===== config.mk =====
export PLATFORM = sky130hd
export DESIGN_NAME = mpt_walk_stage
export DESIGN_NICKNAME = d
export VERILOG_FILES = /design/src/rtl/mpt_walk_stage.sv
export SDC_FILE = /design/constraint.sdc
export NUM_CORES = 1
export LEC_CHECK = 0
export BUFFER_PORTS_ARGS = -buffer_cell sky130_fd_sc_hd__buf_4
export CAP_MARGIN = 0
export CORE_MARGIN = 4
export CORE_UTILIZATION = 44
export CTS_BUF_LIST = sky130_fd_sc_hd__clkbuf_16
export CTS_CLUSTER_SIZE = 10
export DETAILED_ROUTE_END_ITERATION = 8
export GPL_TIMING_DRIVEN = 0
export PLACE_DENSITY = 0.83
export SLEW_MARGIN = 30
export SYNTH_ARGS = -nofsm -noshare
export SYNTH_HDL_FRONTEND = slang
export SYNTH_SLANG_ARGS = --single-unit

===== constraint.sdc =====
create_clock -name clk_i -period 2.4 [get_ports clk_i]
set_clock_uncertainty 0.1 [all_clocks]
set_input_delay 0.48 -clock clk_i [delete_from_list [all_inputs] [get_ports clk_i]]
set_output_delay 0.48 -clock clk_i [all_outputs]
set_load 0.005 [all_outputs]

===== src/rtl/mpt_walk_stage.sv =====
// MPT walker stage: forwards PLB-hit transactions and performs a multi-level MPT table walk for misses.
// Optional saturating walk/fault counters are enabled by defining MPT_WALK_PERF_COUNTERS_EN.

package mpt_pkg;

  localparam int unsigned MPT_PPN_WIDTH = 44;
  localparam int unsigned MPT_SPA_WIDTH = 48;
  localparam int unsigned MPT_RPA_WIDTH = 64;

  typedef enum logic {
    MPT_WALKING_SKIP = 1'b0,
    MPT_WALKING_DO   = 1'b1
  } mpt_walking_e;

  typedef struct packed {
    logic [MPT_PPN_WIDTH-1:0] ppn;
  } mmpt_t;

  typedef struct packed {
    mpt_walking_e             walking;
    logic [1:0]               access_type;
    mmpt_t                    mmpt;
    logic [MPT_SPA_WIDTH-1:0] spa;
    logic [MPT_RPA_WIDTH-1:0] rpa;
  } mptw_transaction_t;

  localparam int unsigned MPTW_TRANSACTION_WIDTH = $bits(mptw_transaction_t);

endpackage

module mpt_walk_stage
  import mpt_pkg::*;
#(
  parameter int unsigned PIPELINE_SLAVE_DATA_WIDTH  = 32,
  parameter int unsigned PIPELINE_MASTER_DATA_WIDTH = 32,
  parameter int unsigned MEMORY_DATA_WIDTH          = 64,
  parameter int unsigned MEMORY_ADDR_WIDTH          = 64,
  parameter int unsigned WALK_LEVELS                = 3,
  parameter int unsigned LEVEL_IDX_WIDTH            = 9,
  parameter int unsigned PAGE_OFFSET_WIDTH          = 12
) (
  input  logic                                  clk_i,
  input  logic                                  rst_ni,
  input  logic                                  stage_slave_valid,
  output logic                                  stage_slave_ready,
  input  logic [PIPELINE_SLAVE_DATA_WIDTH-1:0]  stage_slave_data,
  output logic                                  stage_master_valid,
  input  logic                                  stage_master_ready,
  output logic [PIPELINE_MASTER_DATA_WIDTH-1:0] stage_master_data,
  output logic                                  walk_mem_req,
  input  logic                                  walk_mem_gnt,
  input  logic                                  walk_mem_valid,
  output logic [MEMORY_ADDR_WIDTH-1:0]          walk_mem_addr,
  input  logic [MEMORY_DATA_WIDTH-1:0]          walk_mem_rdata,
  output logic [MEMORY_DATA_WIDTH-1:0]          walk_mem_wdata,
  output logic                                  walk_mem_we,
  output logic [MEMORY_DATA_WIDTH/8-1:0]        walk_mem_be,
  input  logic                                  walk_mem_error
`ifdef MPT_WALK_PERF_COUNTERS_EN
  ,
  output logic [31:0]                           walk_count_o,
  output logic [31:0]                           fault_count_o
`endif
);

  localparam int unsigned TXN_W     = MPTW_TRANSACTION_WIDTH;
  localparam logic [1:0]  TOP_LEVEL = 2'(WALK_LEVELS - 1);

  typedef enum logic [1:0] {
    IDLE = 2'd0,
    REQ  = 2'd1,
    WAIT = 2'd2,
    OUT  = 2'd3
  } state_e;

  state_e                       state_q;
  logic                         slave_ready_q;
  logic                         master_valid_q;
  logic                         mem_req_q;
  logic [MEMORY_ADDR_WIDTH-1:0] mem_addr_q;
  logic [1:0]                   level_q;
  mptw_transaction_t            txn_q;

  mptw_transaction_t            slv_txn_s;
  logic                         entry_v_s;
  logic                         entry_leaf_s;
  logic                         entry_fault_s;
  logic [MPT_PPN_WIDTH-1:0]     entry_ppn_s;
  logic [1:0]                   next_level_s;

  // Table entry address: base of the current table plus the 8-byte slot selected by this level's SPA index.
  function automatic logic [MEMORY_ADDR_WIDTH-1:0] entry_addr_f(
    input logic [MPT_PPN_WIDTH-1:0] ppn,
    input logic [1:0]               lvl,
    input logic [MPT_SPA_WIDTH-1:0] spa
  );
    logic [LEVEL_IDX_WIDTH-1:0] idx;
    idx = LEVEL_IDX_WIDTH'(spa >> (PAGE_OFFSET_WIDTH + LEVEL_IDX_WIDTH * 32'(lvl)));
    entry_addr_f = (MEMORY_ADDR_WIDTH'(ppn) << PAGE_OFFSET_WIDTH)
                 + (MEMORY_ADDR_WIDTH'(idx) << 3);
  endfunction

  if (PIPELINE_SLAVE_DATA_WIDTH >= TXN_W) begin : g_slv_wide
    assign slv_txn_s = mptw_transaction_t'(stage_slave_data[TXN_W-1:0]);
  end else begin : g_slv_narrow
    assign slv_txn_s = mptw_transaction_t'({{(TXN_W-PIPELINE_SLAVE_DATA_WIDTH){1'b0}}, stage_slave_data});
  end

  if (PIPELINE_MASTER_DATA_WIDTH >= TXN_W) begin : g_mst_wide
    assign stage_master_data = {{(PIPELINE_MASTER_DATA_WIDTH-TXN_W){1'b0}}, txn_q};
  end else begin : g_mst_narrow
    assign stage_master_data = txn_q[PIPELINE_MASTER_DATA_WIDTH-1:0];
  end

  assign entry_v_s     = walk_mem_rdata[0];
  assign entry_leaf_s  = walk_mem_rdata[1];
  assign entry_ppn_s   = walk_mem_rdata[53:10];
  assign next_level_s  = level_q - 2'd1;
  // A non-leaf entry at the last level has nowhere to point, so it is treated like an invalid one.
  assign entry_fault_s = walk_mem_error | ~entry_v_s | (~entry_leaf_s & (level_q == 2'd0));

  // Walk FSM; every handshake and memory output is a register.
  always_ff @(posedge clk_i or negedge rst_ni) begin
    if (!rst_ni) begin
      state_q        <= IDLE;
      slave_ready_q  <= 1'b0;
      master_valid_q <= 1'b0;
      mem_req_q      <= 1'b0;
      mem_addr_q     <= '0;
      level_q        <= 2'd0;
      txn_q          <= '0;
    end else begin
      case (state_q)
        IDLE: begin
          if (!slave_ready_q) begin
            slave_ready_q <= 1'b1;
          end else if (stage_slave_valid) begin
            slave_ready_q <= 1'b0;
            txn_q         <= slv_txn_s;
            if (slv_txn_s.walking == MPT_WALKING_DO) begin
              txn_q.walking <= MPT_WALKING_SKIP;
              level_q       <= TOP_LEVEL;
              mem_req_q     <= 1'b1;
              mem_addr_q    <= entry_addr_f(slv_txn_s.mmpt.ppn, TOP_LEVEL, slv_txn_s.spa);
              state_q       <= REQ;
            end else begin
              master_valid_q <= 1'b1;
              state_q        <= OUT;
            end
          end
        end
        REQ: begin
          if (walk_mem_gnt) begin
            mem_req_q <= 1'b0;
            state_q   <= WAIT;
          end
        end
        WAIT: begin
          if (walk_mem_valid) begin
            if (entry_fault_s) begin
              txn_q.rpa      <= '0;
              master_valid_q <= 1'b1;
              state_q        <= OUT;
            end else if (entry_leaf_s) begin
              txn_q.rpa      <= MPT_RPA_WIDTH'(walk_mem_rdata);
              master_valid_q <= 1'b1;
              state_q        <= OUT;
            end else begin
              level_q    <= next_level_s;
              mem_req_q  <= 1'b1;
              mem_addr_q <= entry_addr_f(entry_ppn_s, next_level_s, txn_q.spa);
              state_q    <= REQ;
            end
          end
        end
        OUT: begin
          if (stage_master_ready) begin
            master_valid_q <= 1'b0;
            slave_ready_q  <= 1'b1;
            state_q        <= IDLE;
          end
        end
        default: begin
          state_q        <= IDLE;
          slave_ready_q  <= 1'b0;
          master_valid_q <= 1'b0;
          mem_req_q      <= 1'b0;
        end
      endcase
    end
  end

  assign stage_slave_ready  = slave_ready_q;
  assign stage_master_valid = master_valid_q;
  assign walk_mem_req       = mem_req_q;
  assign walk_mem_addr      = mem_addr_q;
  assign walk_mem_wdata     = '0;
  assign walk_mem_we        = 1'b0;
  assign walk_mem_be        = {(MEMORY_DATA_WIDTH/8){1'b1}};

`ifdef MPT_WALK_PERF_COUNTERS_EN
  logic [31:0] walk_count_q;
  logic [31:0] fault_count_q;
  logic        walk_start_s;
  logic        fault_evt_s;

  assign walk_start_s = (state_q == IDLE) & slave_ready_q & stage_slave_valid
                      & (slv_txn_s.walking == MPT_WALKING_DO);
  assign fault_evt_s  = (state_q == WAIT) & walk_mem_valid & entry_fault_s;

  // Saturating walk and fault event counters.
  always_ff @(posedge clk_i or negedge rst_ni) begin
    if (!rst_ni) begin
      walk_count_q  <= 32'd0;
      fault_count_q <= 32'd0;
    end else begin
      if (walk_start_s && (walk_count_q != 32'hFFFF_FFFF)) begin
        walk_count_q <= walk_count_q + 32'd1;
      end
      if (fault_evt_s && (fault_count_q != 32'hFFFF_FFFF)) begin
        fault_count_q <= fault_count_q + 32'd1;
      end
    end
  end

  assign walk_count_o  = walk_count_q;
  assign fault_count_o = fault_count_q;
`endif

endmodule


== Word level (Yosys, flattened, before mapping) ==
Cells that the tools add are included.

* Bits in registers: 103
* Input bits: 103
* Output and inout bits: 172
* Logic and storage cells: 71

* $add $sub $neg: 3
* $mul: 1
* Eq/ne operators: 11
* Shifts and indexed selects: 1
* Muxes and demuxes: 30
* Bitwise operators: 6
* Reduce and logical (&&, ||, !) cells: 12

{| class="wikitable"
|+ Operators with widths
! operator !! number
|-
| 2-to-1 mux 32 bit || 5
|-
| one-hot mux 32 bit (2 select lines) || 1
|-
| adder 56 x 12 -> 57 bit || 1
|-
| AND reduction 5 bit || 3
|-
| 2-to-1 mux 2 bit || 7
|-
| != test 2 bit, second input constant || 7
|-
| 2-to-1 mux 1 bit || 13
|-
| right shift 1 x 7 -> 9 bit, first input constant || 1
|-
| one-hot mux 2 bit (4 select lines) || 1
|-
| adder 4 x 6 -> 7 bit, first input constant || 1
|-
| multiplier 4 x 2 -> 6 bit, first input constant || 1
|-
| AND reduction 6 bit || 1
|-
| nonzero test 2 bit || 3
|-
| == test 2 bit, second input constant || 2
|-
| zero test 2 bit || 2
|-
| one-hot mux 1 bit (2 select lines) || 2
|-
| AND reduction 4 bit || 1
|-
| != test 3 bit, second input constant || 1
|-
| NOT 1 bit || 3
|-
| one-hot mux 1 bit (3 select lines) || 1
|-
| nonzero test 3 bit || 1
|-
| == test 2 x 1 -> 1 bit, second input constant || 1
|-
| bitwise OR 1 bit || 2
|-
| AND reduction 2 bit || 1
|-
| 2 further kinds || 2
|}

== Logic depth before layout (Yosys ltp) ==
Gate-level depths: netlist of run 1.

* Depth in word-level cells: 6
* Depth in mapped cells: 8
* Mapped depth without buffers: 6

== Worst setup path after synthesis of run 1 ==
Ideal clock, no wire load.

* Path kind: register to register
* Start point: register state_q[0]
* End point: register mem_addr_q[13] (netlist: walk_mem_addr[13])
* Setup time: 125 ps
* Data arrival time: 1627 ps
* Required time: 2175 ps
* Path slack: 548 ps
* Stages on the path, launching flop included: 8
* Path buffers: 2
* Clock period less this slack: 1852 ps
* Cells stage by stage: dfrtp_1 -> inv_1 -> ha_1 -> nor2b_1 -> nand3_2 -> buf_6 -> buf_6 -> mux2_4

* Word-level cells in the longest chain between the ends: 2

{| class="wikitable"
|+ Ends and longest elaborated chain
! what !! line !! RTL
|-
| start, declared || 76 || <nowiki>state_e state_q;</nowiki>
|-
| start signal, assigned || 125 || <nowiki>state_q <= IDLE;</nowiki>
|-
| start signal, assigned || 145 || <nowiki>state_q <= REQ;</nowiki>
|-
| start signal, assigned || 148 || <nowiki>state_q <= OUT;</nowiki>
|-
| == test 2 bit || 133 || <nowiki>case (state_q)</nowiki>
|-
| AND reduction 4 bit (no source line) || -- ||
|-
| end signal, assigned || 144 || <nowiki>mem_addr_q <= entry_addr_f(slv_txn_s.mmpt.ppn, TOP_LEVEL, slv_txn_s.spa);</nowiki>
|-
| end signal, assigned || 171 || <nowiki>mem_addr_q <= entry_addr_f(entry_ppn_s, next_level_s, txn_q.spa);</nowiki>
|-
| end, declared || 80 || <nowiki>logic [MEMORY_ADDR_WIDTH-1:0] mem_addr_q;</nowiki>
|}

Every way passes these cells.
A chain may end at the register's enable or synchronous reset.

== Worst setup path after layout of run 1 ==
* Start point: register state_q[0]
* End point: register txn_q (netlist bit stage_master_data[22])

* Word-level cells in the longest chain between the ends: 3
* Elaborated cells on any way between the ends: 9
* Classes of those cells: eq/ne (5); mux (1); reduce/logical (3)

{| class="wikitable"
|+ Ends and longest elaborated chain
! what !! line !! RTL
|-
| == test 2 bit or zero test 2 bit (tied branches) || 133 ||
|-
| != test 3 bit (no source line), or another cell as far along || -- ||
|-
| AND reduction 5 bit (no source line) || -- ||
|-
| end signal, assigned || 139 || <nowiki>txn_q <= slv_txn_s;</nowiki>
|-
| end, declared || 82 || <nowiki>mptw_transaction_t txn_q;</nowiki>
|}

Several ways; a longest one is shown, not always the timed one.

==> reports/qor.csv, run 1 <==
metric,value,unit
Post-Synth Simple-Gate Area,9.483,%
DR WL met3,932,um
"Seq/Total Area, Yosys",44.72,%
Post-synth top cells,"97 x buf_4, 83 x dfrtp_1, 35 x a21oi_1, 34 x nand2_1",
CP Max Fanout,10,
largest net degree at the start of global routing,84,
WL met1,4844,um
routed vias,3791,
H-tree levels,3,
diode count,0,
number of global-route vias before repair,3986,
CTS buffer count,9,
Final period util,91.55,%
Worst IR Drop VDD,0.0005318,V
Rel. slew slack,48.23,%
Setup Total Neg Slack,0,ps
HP Class,input port to asynchronous set/reset pin,
total wire length,12840,um
Static Leak,3.665,nW
CTS tree,done,
multiplexer area fraction after synthesis,13.07,%
die area,12260,um2
Crit Path Class,register to register,
antenna violations before repair,0,
"top cells by area, synth","dfrtp_1 45%, buf_4 16%, mux2_4 8.7%, o32a_1 7.1%, nor2b_1 4.4%",
"Avg Cell Area, Syn",11.08,um2
critical path capture point type,register,
CTS sink cnt,83,
Max Buffers Root-to-Sink,2,
outcome,"finished, final reports clean",
Post-synth EDFFs,0,
final setup fails,0,
critical path arrival,2300,ps
Synth Warn #,1,
Synth Area in Compound Gates,12.07,%
DR vias/cell,4.556,
ys async rst share,100.0,%
unrepaired setup endpoints after global routing,no,
Mapped Area,4644,um2
Hold Slack,105.2,ps
worst slew pin tran,776.6,ps
Power Dens Cells,840.2,nW/um2
synthesis-to-finish area growth,44.96,%
Post-route DRC,0,
Startpoint Class,register,
die width,110.7,um
post-synth top area cell,dfrtp_1,
wire per inst,15.43,um
Final HPWL DP,10120,um
Cell variety after synth,31,
first-pass GRT wire length,20620,um
# nets final,800,
PortBufs,170,
Worst Path Required,2510,ps
Synth Flop Type,dfrtp_1,
Die Height,110.7,um
CTS resizes,0,
max-cap viol count,0,
FP Rows,37,
Adder-Cell Fraction of Synth Area,1.616,%
post-route ant nets,0,
clk root buf,clkbuf_16,
Yosys top cell area share,44.72,%
share of post-route cells with drive strength above 1,48.42,%
DR pass1 iterations,4,
Skew-Pair Late Insertion Delay,320,ps
clock-pin slew on the worst setup and hold paths,60,ps
GRT Total Usage,20.55,%
most frequent cell after synthesis,buf_4,
"Slew Viols, Final",0,
RePlAce Congestion,0.8648,
Post-CTS Setup Repair Bufs,0,
Period minus WS final,2197,ps
Core Footprint,10320,um2
xor and xnor area share after synthesis,0.1886,%
Initial Util,44.99,%
Post-CTS Hold Buffers,0,
largest family of logic cells by synthesized area,buffers and inverters,
WL met2,6877,um
synthesized instance count,419,
max layer used,met4,
GRT overflow,0,
# IOs,275,
register bit count reported by yosys,83,
DR iter-0 viols,159,
final hold vios,0,
Max Freq,0.4551,GHz
-- layout by cell type (no fill, tap or decap), types with 15 or more instances in the layout --
| cell | instances |
|---|---|
| dfrtp_1 | 83 |
| buf_4 | 266 |
| mux2_2 | 17 |
| clkbuf_1 | 15 |
| nor2b_1 | 33 |
| o32a_1 | 33 |
| a21oi_1 | 35 |
| mux2_4 | 27 |
| nand2_1 | 34 |
| conb_1 | 93 |
-- critical path, cell delays in order (launching register included) --
cell and delay, ps:
dfrtp_1 420, inv_1 100, ha_1 220, a21bo_2 210, o211ai_1 280, clkbuf_1 330, o32a_1 410
-- through the flow --
stage                     area [um2]  setup slack, ps  utilization [%]  instances  total power (W)
after global routing            6733            25.65            65.22        832         0.006033
after detailed placement        6436            65.61            62.34        816         0.004341
final                           6733            202.8            65.22        832         0.005657
after floorplan                 4986            547.6                -        510         0.003319
after global placement          6432            88.48            62.31        816         0.004234
after CTS                       6730            43.97            65.19        832         0.005711
-- power breakdown --
group | total, W | switching [W] | internal [W]
Clock | 0.00135 | 0.000550 | 0.000802
Combinational | 0.00236 | 0.00110 | 0.00126
Sequential | 0.00195 | 0.000207 | 0.00174
Total | 0.00566 | 0.00186 | 0.00380
-- registers in the layout (all words and copies together) (netlist names) --
signal	cells
walk_mem_addr	44
state_q	2
stage_master_valid	1
stage_master_data	32
stage_slave_ready	1
level_q	2
walk_mem_req	1
-- final cells by class --
cell class              count  area [um2]
plain buffers             118       845.8
clock buffers               9       225.2
clock inverters             7       68.82
fillers                   810        3591
inverters                   6       22.52
multi-input cells         303        2043
flip-flops and latches     83        2077
well taps                 136       170.2
repair buffers            170        1280
-- logic make-up after synthesis --
family	Yosys count
compound gates	75
xor+xnor	1
fa+ha+maj	6
buf+inv	124
flops	83
mux	45
other cells	2
simple gates	83
-- routing by layer --
metal | vias to the layer above | track usage [%]
met3 | 16 | 5.841
met1 | 1805 | 22.95
met4 | 0 | 5.501
li1 | 1804 | -
met2 | 166 | 38.07
met5 | - | 0
-- final timing paths --
check / startpoint / endpoint / slack, ps / cells past startpoint
max: state_q[0] / stage_master_data[22] / 200 / 6
min: rst_ni / walk_mem_addr[29] / 110 / 1
max reg2reg: state_q[0] / stage_master_data[22] / 200 / 6
min reg2reg: level_q[1] / level_q[1] / 380 / 2
max in group asynchronous: rst_ni / walk_mem_addr[52] / 1560 / 1
min in group clk_i: stage_slave_valid / stage_slave_ready / 270 / 2
No activity file was read; power rests on OpenSTA's default activity.
==> run 2, diff against run 1 <==
--- a/config.mk
+++ b/config.mk
@@ -7,6 +7,7 @@
 export LEC_CHECK = 0
 export BUFFER_PORTS_ARGS = -buffer_cell sky130_fd_sc_hd__buf_4
 export CAP_MARGIN = 0
+export CORE_ASPECT_RATIO = 0.75
 export CORE_MARGIN = 4
 export CORE_UTILIZATION = 44
 export CTS_BUF_LIST = sky130_fd_sc_hd__clkbuf_16
==> reports/qor.csv, run 2 (synthesis results as in run 1) <==
metric,value,unit,change
max-cap viol count,0,,unchanged
CP cell instances,inv_1 -> ha_1 -> buf_4 -> clkbuf_1 -> and2b_1 -> o32a_1,,was inv_1 -> ha_1 -> a21bo_2 -> o211ai_1 -> clkbuf_1 -> o32a_1
Core Footprint,10290,um2,"was 10,320 um2"
HP Class,input port to asynchronous set/reset pin,,unchanged
RePlAce Congestion,0.8060,,was 0.8648
CTS resizes,0,,unchanged
Final HPWL DP,10430,um,"was 10,120 um"
PortBufs,170,,unchanged
GR Layer Usage met1,24.98,%,was 22.95%
Global Route met2 Usage,36.42,%,was 38.07%
clock-pin slew on the worst setup and hold paths,60,ps,about the same
largest net degree at the start of global routing,84,,unchanged
Rel. slew slack,48.75,%,was 48.23%
DR pass1 iterations,4,,unchanged
DR vias/cell,4.567,,was 4.556
Skew-Pair Late Insertion Delay,330,ps,was 320 ps
WP buf/inv,3,,was 2
Max Buffers Root-to-Sink,2,,unchanged
Finished Cell Area,6726,um2,was 6733 um2
Initial Util,45.14,%,was 44.99%
CTS sink cnt,83,,unchanged
DR iter-0 viols,137,,was 159
clk root buf,clkbuf_16,,unchanged
Worst Path Required,2510,ps,about the same
Setup Total Neg Slack,0,ps,unchanged
die area,12280,um2,"was 12,260 um2"
GRT Total Usage,21.24,%,was 20.55%
Startpoint Class,register,,unchanged
diode count,0,,unchanged
total wire length,13210,um,"was 12,840 um"
Placed Instance Area,6436,um2,unchanged
Crit Path Class,register to register,,unchanged
CTS tree,done,,unchanged
first-pass GRT wire length,20950,um,"was 20,620 um"
"Slew Viols, Final",0,,unchanged
die width,126.6,um,was 110.7 um
Final period util,92.03,%,was 91.55%
GR Util met3,7.892,%,was 5.841%
Die Height,96.98,um,was 110.7 um
most frequent cells in the layout,"266 x buf_4, 93 x conb_1, 83 x dfrtp_1",,unchanged
worst slew pin tran,768.7,ps,was 776.6 ps
Period minus WS final,2209,ps,was 2197 ps
# IOs,275,,unchanged
GRT overflow,0,,unchanged
unrepaired setup endpoints after global routing,no,,unchanged
CP max stage cell,clkbuf_1,,was dfrtp_1
most crowded layer after global routing,met2,,unchanged
wire per inst,15.87,um,was 15.43 um
Post-route DRC,0,,unchanged
Crit path max-delay family,buffers and inverters,,was compound AO/OA/AOI/OAI gates
"commonest non-fill, non-tap cell in the layout",buf_4,,unchanged
critical path capture point type,register,,unchanged
CP Max Fanout,10,,unchanged
delay of the slowest critical-path stage,440,ps,was 420 ps
number of global-route vias before repair,4017,,"was 3,986"
Worst IR Drop VDD,0.0007097,V,was 0.0005318 V
Post-CTS Hold Buffers,0,,unchanged
FP Rows,32,,was 37
final setup fails,0,,unchanged
max reg flops,44,,unchanged
outcome,"finished, final reports clean",,unchanged
final hold vios,0,,unchanged
post-route ant nets,0,,unchanged
CTS buffer count,9,,unchanged
Max Freq,0.4527,GHz,was 0.4551 GHz
H-tree levels,3,,unchanged
routed vias,3800,,"was 3,791"
# nets final,800,,unchanged
antenna violations before repair,0,,unchanged
synthesis-to-finish area growth,44.83,%,was 44.96%
Power Dens Cells,841.3,nW/um2,was 840.2 nW/um2
critical path arrival,2320,ps,was 2300 ps
Post-CTS Setup Repair Bufs,0,,unchanged
share of post-route cells with drive strength above 1,48.13,%,was 48.42%
Static Leak,3.668,nW,was 3.665 nW
-- run 2: path summary, 6_finish.rpt --
path                              startpoint                     to  slack, ps  cells past startpoint
max                               state_q[0]  stage_master_data[11]        190                      6
min                                   rst_ni  stage_master_data[15]         90                      1
max reg2reg                       state_q[0]  stage_master_data[11]        190                      6
min reg2reg                       level_q[0]             level_q[0]        380                      1
max in group asynchronous             rst_ni  stage_master_data[19]       1560                      1
min in group clk_i         stage_slave_valid      stage_slave_ready        260                      2
-- run 2: report_power, final --
| group | leakage [nW] | internal (W) | total, W | switching, W |
|---|---|---|---|---|
| sequential | 1.06 | 0.00174 | 0.00194 | 0.000203 |
| clock | 0.143 | 0.000793 | 0.00134 | 0.000544 |
| combinational | 2.46 | 0.00126 | 0.00238 | 0.00112 |
-- run 2: per-layer routing --
metal	vias up	wire length (um)
met4	0	176
met3	16	1203
li1	1799	-
met5	-	0
met1	1821	5239
met2	164	6586
-- run 2: worst reg2reg max path: cells and delay by family (launching register included) --
kind | cells | cell delay (ps)
buf+inv | 3 | 780
flops | 1 | 430
compound gates | 1 | 320
simple gates | 1 | 250
fa+ha+maj | 1 | 220
-- run 2: through the flow --
step / utilization [%] / cells / setup slack [ps] / power (W) / hold slack [ps]
finish: 65.37 / 832 / 191.2 / 0.005659 / 94.59
global route: 65.37 / 832 / 21.19 / 0.006024 / 170.1
floorplan: - / 510 / 547.6 / 0.003319 / 84.41
CTS: 65.33 / 832 / 133.4 / 0.005685 / 140.7
detailed placement: 62.55 / 816 / 146.8 / 0.004343 / 363.0
global placement: 62.51 / 816 / 139.6 / 0.004237 / 361.4
-- run 2: cell type report --
| cell class | count | area, um2 |
|---|---|---|
| fillers | 838 | 3563 |
| repair buffers | 170 | 1280 |
| clock inverters | 7 | 61.31 |
| multi-input cells | 303 | 2043 |
| plain buffers | 118 | 847.1 |
| flip-flops and latches | 83 | 2077 |
| well taps | 136 | 170.2 |
| clock buffers | 9 | 225.2 |
| inverters | 6 | 22.52 |
==> run 3, diff against run 2 <==
--- a/config.mk
+++ b/config.mk
@@ -9,12 +9,12 @@
 export CAP_MARGIN = 0
 export CORE_ASPECT_RATIO = 0.75
 export CORE_MARGIN = 4
-export CORE_UTILIZATION = 44
+export CORE_UTILIZATION = 48
 export CTS_BUF_LIST = sky130_fd_sc_hd__clkbuf_16
 export CTS_CLUSTER_SIZE = 10
 export DETAILED_ROUTE_END_ITERATION = 8
 export GPL_TIMING_DRIVEN = 0
-export PLACE_DENSITY = 0.83
+export PLACE_DENSITY = 0.89
 export SLEW_MARGIN = 30
 export SYNTH_ARGS = -nofsm -noshare
 export SYNTH_HDL_FRONTEND = slang
==> constraint.sdc (replaced) <==
create_clock -name clk_i -period 2.7 [get_ports clk_i]
set_clock_uncertainty 0.1 [all_clocks]
set_input_delay 0.81 -clock clk_i [delete_from_list [all_inputs] [get_ports clk_i]]
set_output_delay 0.81 -clock clk_i [all_outputs]
set_load 0.005 [all_outputs]
==> reports/qor.csv, run 3 (synthesis results as in run 1) <==
metric,value,unit,change
outcome,"finished, final reports clean",,unchanged
hold depth,1,,
worst slew pin tran,763.7,ps,was 768.7 ps
delay of the slowest critical-path stage,430,ps,was 440 ps
Static Leak,3.680,nW,was 3.668 nW
Max Buffers Root-to-Sink,2,,unchanged
antenna violations before repair,0,,unchanged
CTS buffer count,9,,unchanged
Period minus WS final,2272,ps,was 2209 ps
Max Freq,0.4402,GHz,was 0.4527 GHz
Critical Path Stages,7,,was 6
share of post-route cells with drive strength above 1,48.13,%,unchanged
first-pass GRT wire length,21640,um,"was 20,950 um"
Core Footprint,9234,um2,"was 10,290 um2"
die area,11330,um2,"was 12,280 um2"
# nets final,800,,unchanged
synthesis-to-finish area growth,45.04,%,was 44.83%
Skew-Pair Late Insertion Delay,330,ps,about the same
DR iter-0 viols,285,,was 137
final worst slack,428.2,ps,was 191.2 ps
Post-CTS Hold Buffers,0,,unchanged
Die Height,93.19,um,was 96.98 um
Setup Total Neg Slack,0,ps,unchanged
largest net degree at the start of global routing,84,,unchanged
most frequent cells in the layout,"266 x buf_4, 93 x conb_1, 83 x dfrtp_1",,unchanged
FP Rows,30,,was 32
R2R depth,7,,was 6
clock-pin slew on the worst setup and hold paths,60,ps,about the same
"Slew Viols, Final",0,,unchanged
DR pass1 iterations,4,,unchanged
Post-CTS Setup Repair Bufs,0,,unchanged
Crit Path Class,register to register,,unchanged
critical path capture point type,register,,unchanged
diode count,0,,unchanged
Worst IR Drop VDD,0.0006012,V,was 0.0007097 V
max-cap viol count,0,,unchanged
Power Dens Cells,767.0,nW/um2,was 841.3 nW/um2
CTS resizes,0,,unchanged
Initial Util,50.30,%,was 45.14%
GRT Total Usage,24.37,%,was 21.24%
Crit path max-delay family,compound AO/OA/AOI/OAI gates,,was buffers and inverters
total wire length,13840,um,"was 13,210 um"
routed vias,3902,,"was 3,800"
CTS sink cnt,83,,unchanged
Rel. slew slack,49.09,%,was 48.75%
critical path arrival,2440,ps,was 2320 ps
final hold vios,0,,unchanged
Startpoint Class,register,,unchanged
clk root buf,clkbuf_16,,unchanged
wire per inst,16.79,um,was 15.87 um
HP Class,register to register,,was input port to asynchronous set/reset pin
CP max stage cell,nor2_1,,was clkbuf_1
post-route ant nets,0,,unchanged
H-tree levels,3,,unchanged
Worst Path Required,2870,ps,was 2510 ps
# IOs,275,,unchanged
number of global-route vias before repair,4118,,"was 4,017"
Final period util,84.14,%,was 92.03%
"commonest non-fill, non-tap cell in the layout",buf_4,,unchanged
CP Max Fanout,10,,unchanged
GRT overflow,0,,unchanged
PortBufs,170,,unchanged
max reg flops,44,,unchanged
unrepaired setup endpoints after global routing,no,,unchanged
die width,121.6,um,was 126.6 um
Final HPWL DP,10890,um,"was 10,430 um"
CP cell instances,inv_1 -> ha_1 -> a21bo_2 -> o211ai_1 -> nor2_1 -> buf_4 -> o32a_1,,was inv_1 -> ha_1 -> buf_4 -> clkbuf_1 -> and2b_1 -> o32a_1
Hold Slack,387.2,ps,was 94.59 ps
final setup fails,0,,unchanged
RePlAce Congestion,0.8709,,was 0.8060
Post-route DRC,0,,unchanged
Post-Place Worst Slack,316.7,ps,was 146.8 ps
CTS tree,done,,unchanged
WP buf/inv,2,,was 3
DR vias/cell,4.735,,was 4.567
[run 3: metrics by stage]
step                power, W  utilization [%]  cell area (um2)  cells
global placement    0.003758            69.55             6422    808
detailed placement  0.003863            69.59             6426    808
floorplan           0.002950                -             4986    510
CTS                 0.005166            72.95             6736    824
global route        0.005468            72.95             6736    824
finish              0.005167            72.95             6736    824
[run 3: area by class of cell]
cell class	instances	area, um2
Multi-Input combinational cell	303	2041
Inverter	6	22.52
Clock buffer	9	225.2
Sequential cell	83	2077
Fill cell	669	2497
Timing Repair Buffer	170	1280
Tap cell	128	160.2
Clock inverter	7	85.08
Buffer	118	845.8
[run 3: routing by layer]
metal  global-route usage, %  part of all wire (%)
met5                       0                     0
met4                   8.022                   2.5
met3                   7.437                   8.3
met2                   43.54                    52
met1                   27.81                    38
[run 3: final timing paths]
kind | start | to | slack [ps]
setup / recovery | state_q[1] | stage_master_data[3] | 430
hold / removal | level_q[0] | level_q[0] | 390
setup reg to reg | state_q[1] | stage_master_data[3] | 430
hold reg to reg | level_q[0] | level_q[0] | 390
max in group asynchronous | rst_ni | walk_mem_addr[50] | 1550
min in group asynchronous | rst_ni | walk_mem_addr[21] | 430
[run 3: report_power, final]
group / switching [W] / leakage (nW) / total [W] / internal (W)
Combinational: 0.00103 / 2.46 / 0.00215 / 0.00112
Clock: 0.000488 / 0.158 / 0.00129 / 0.000800
Sequential: 0.000188 / 1.06 / 0.00173 / 0.00155
Total: 0.00170 / 3.68 / 0.00517 / 0.00347
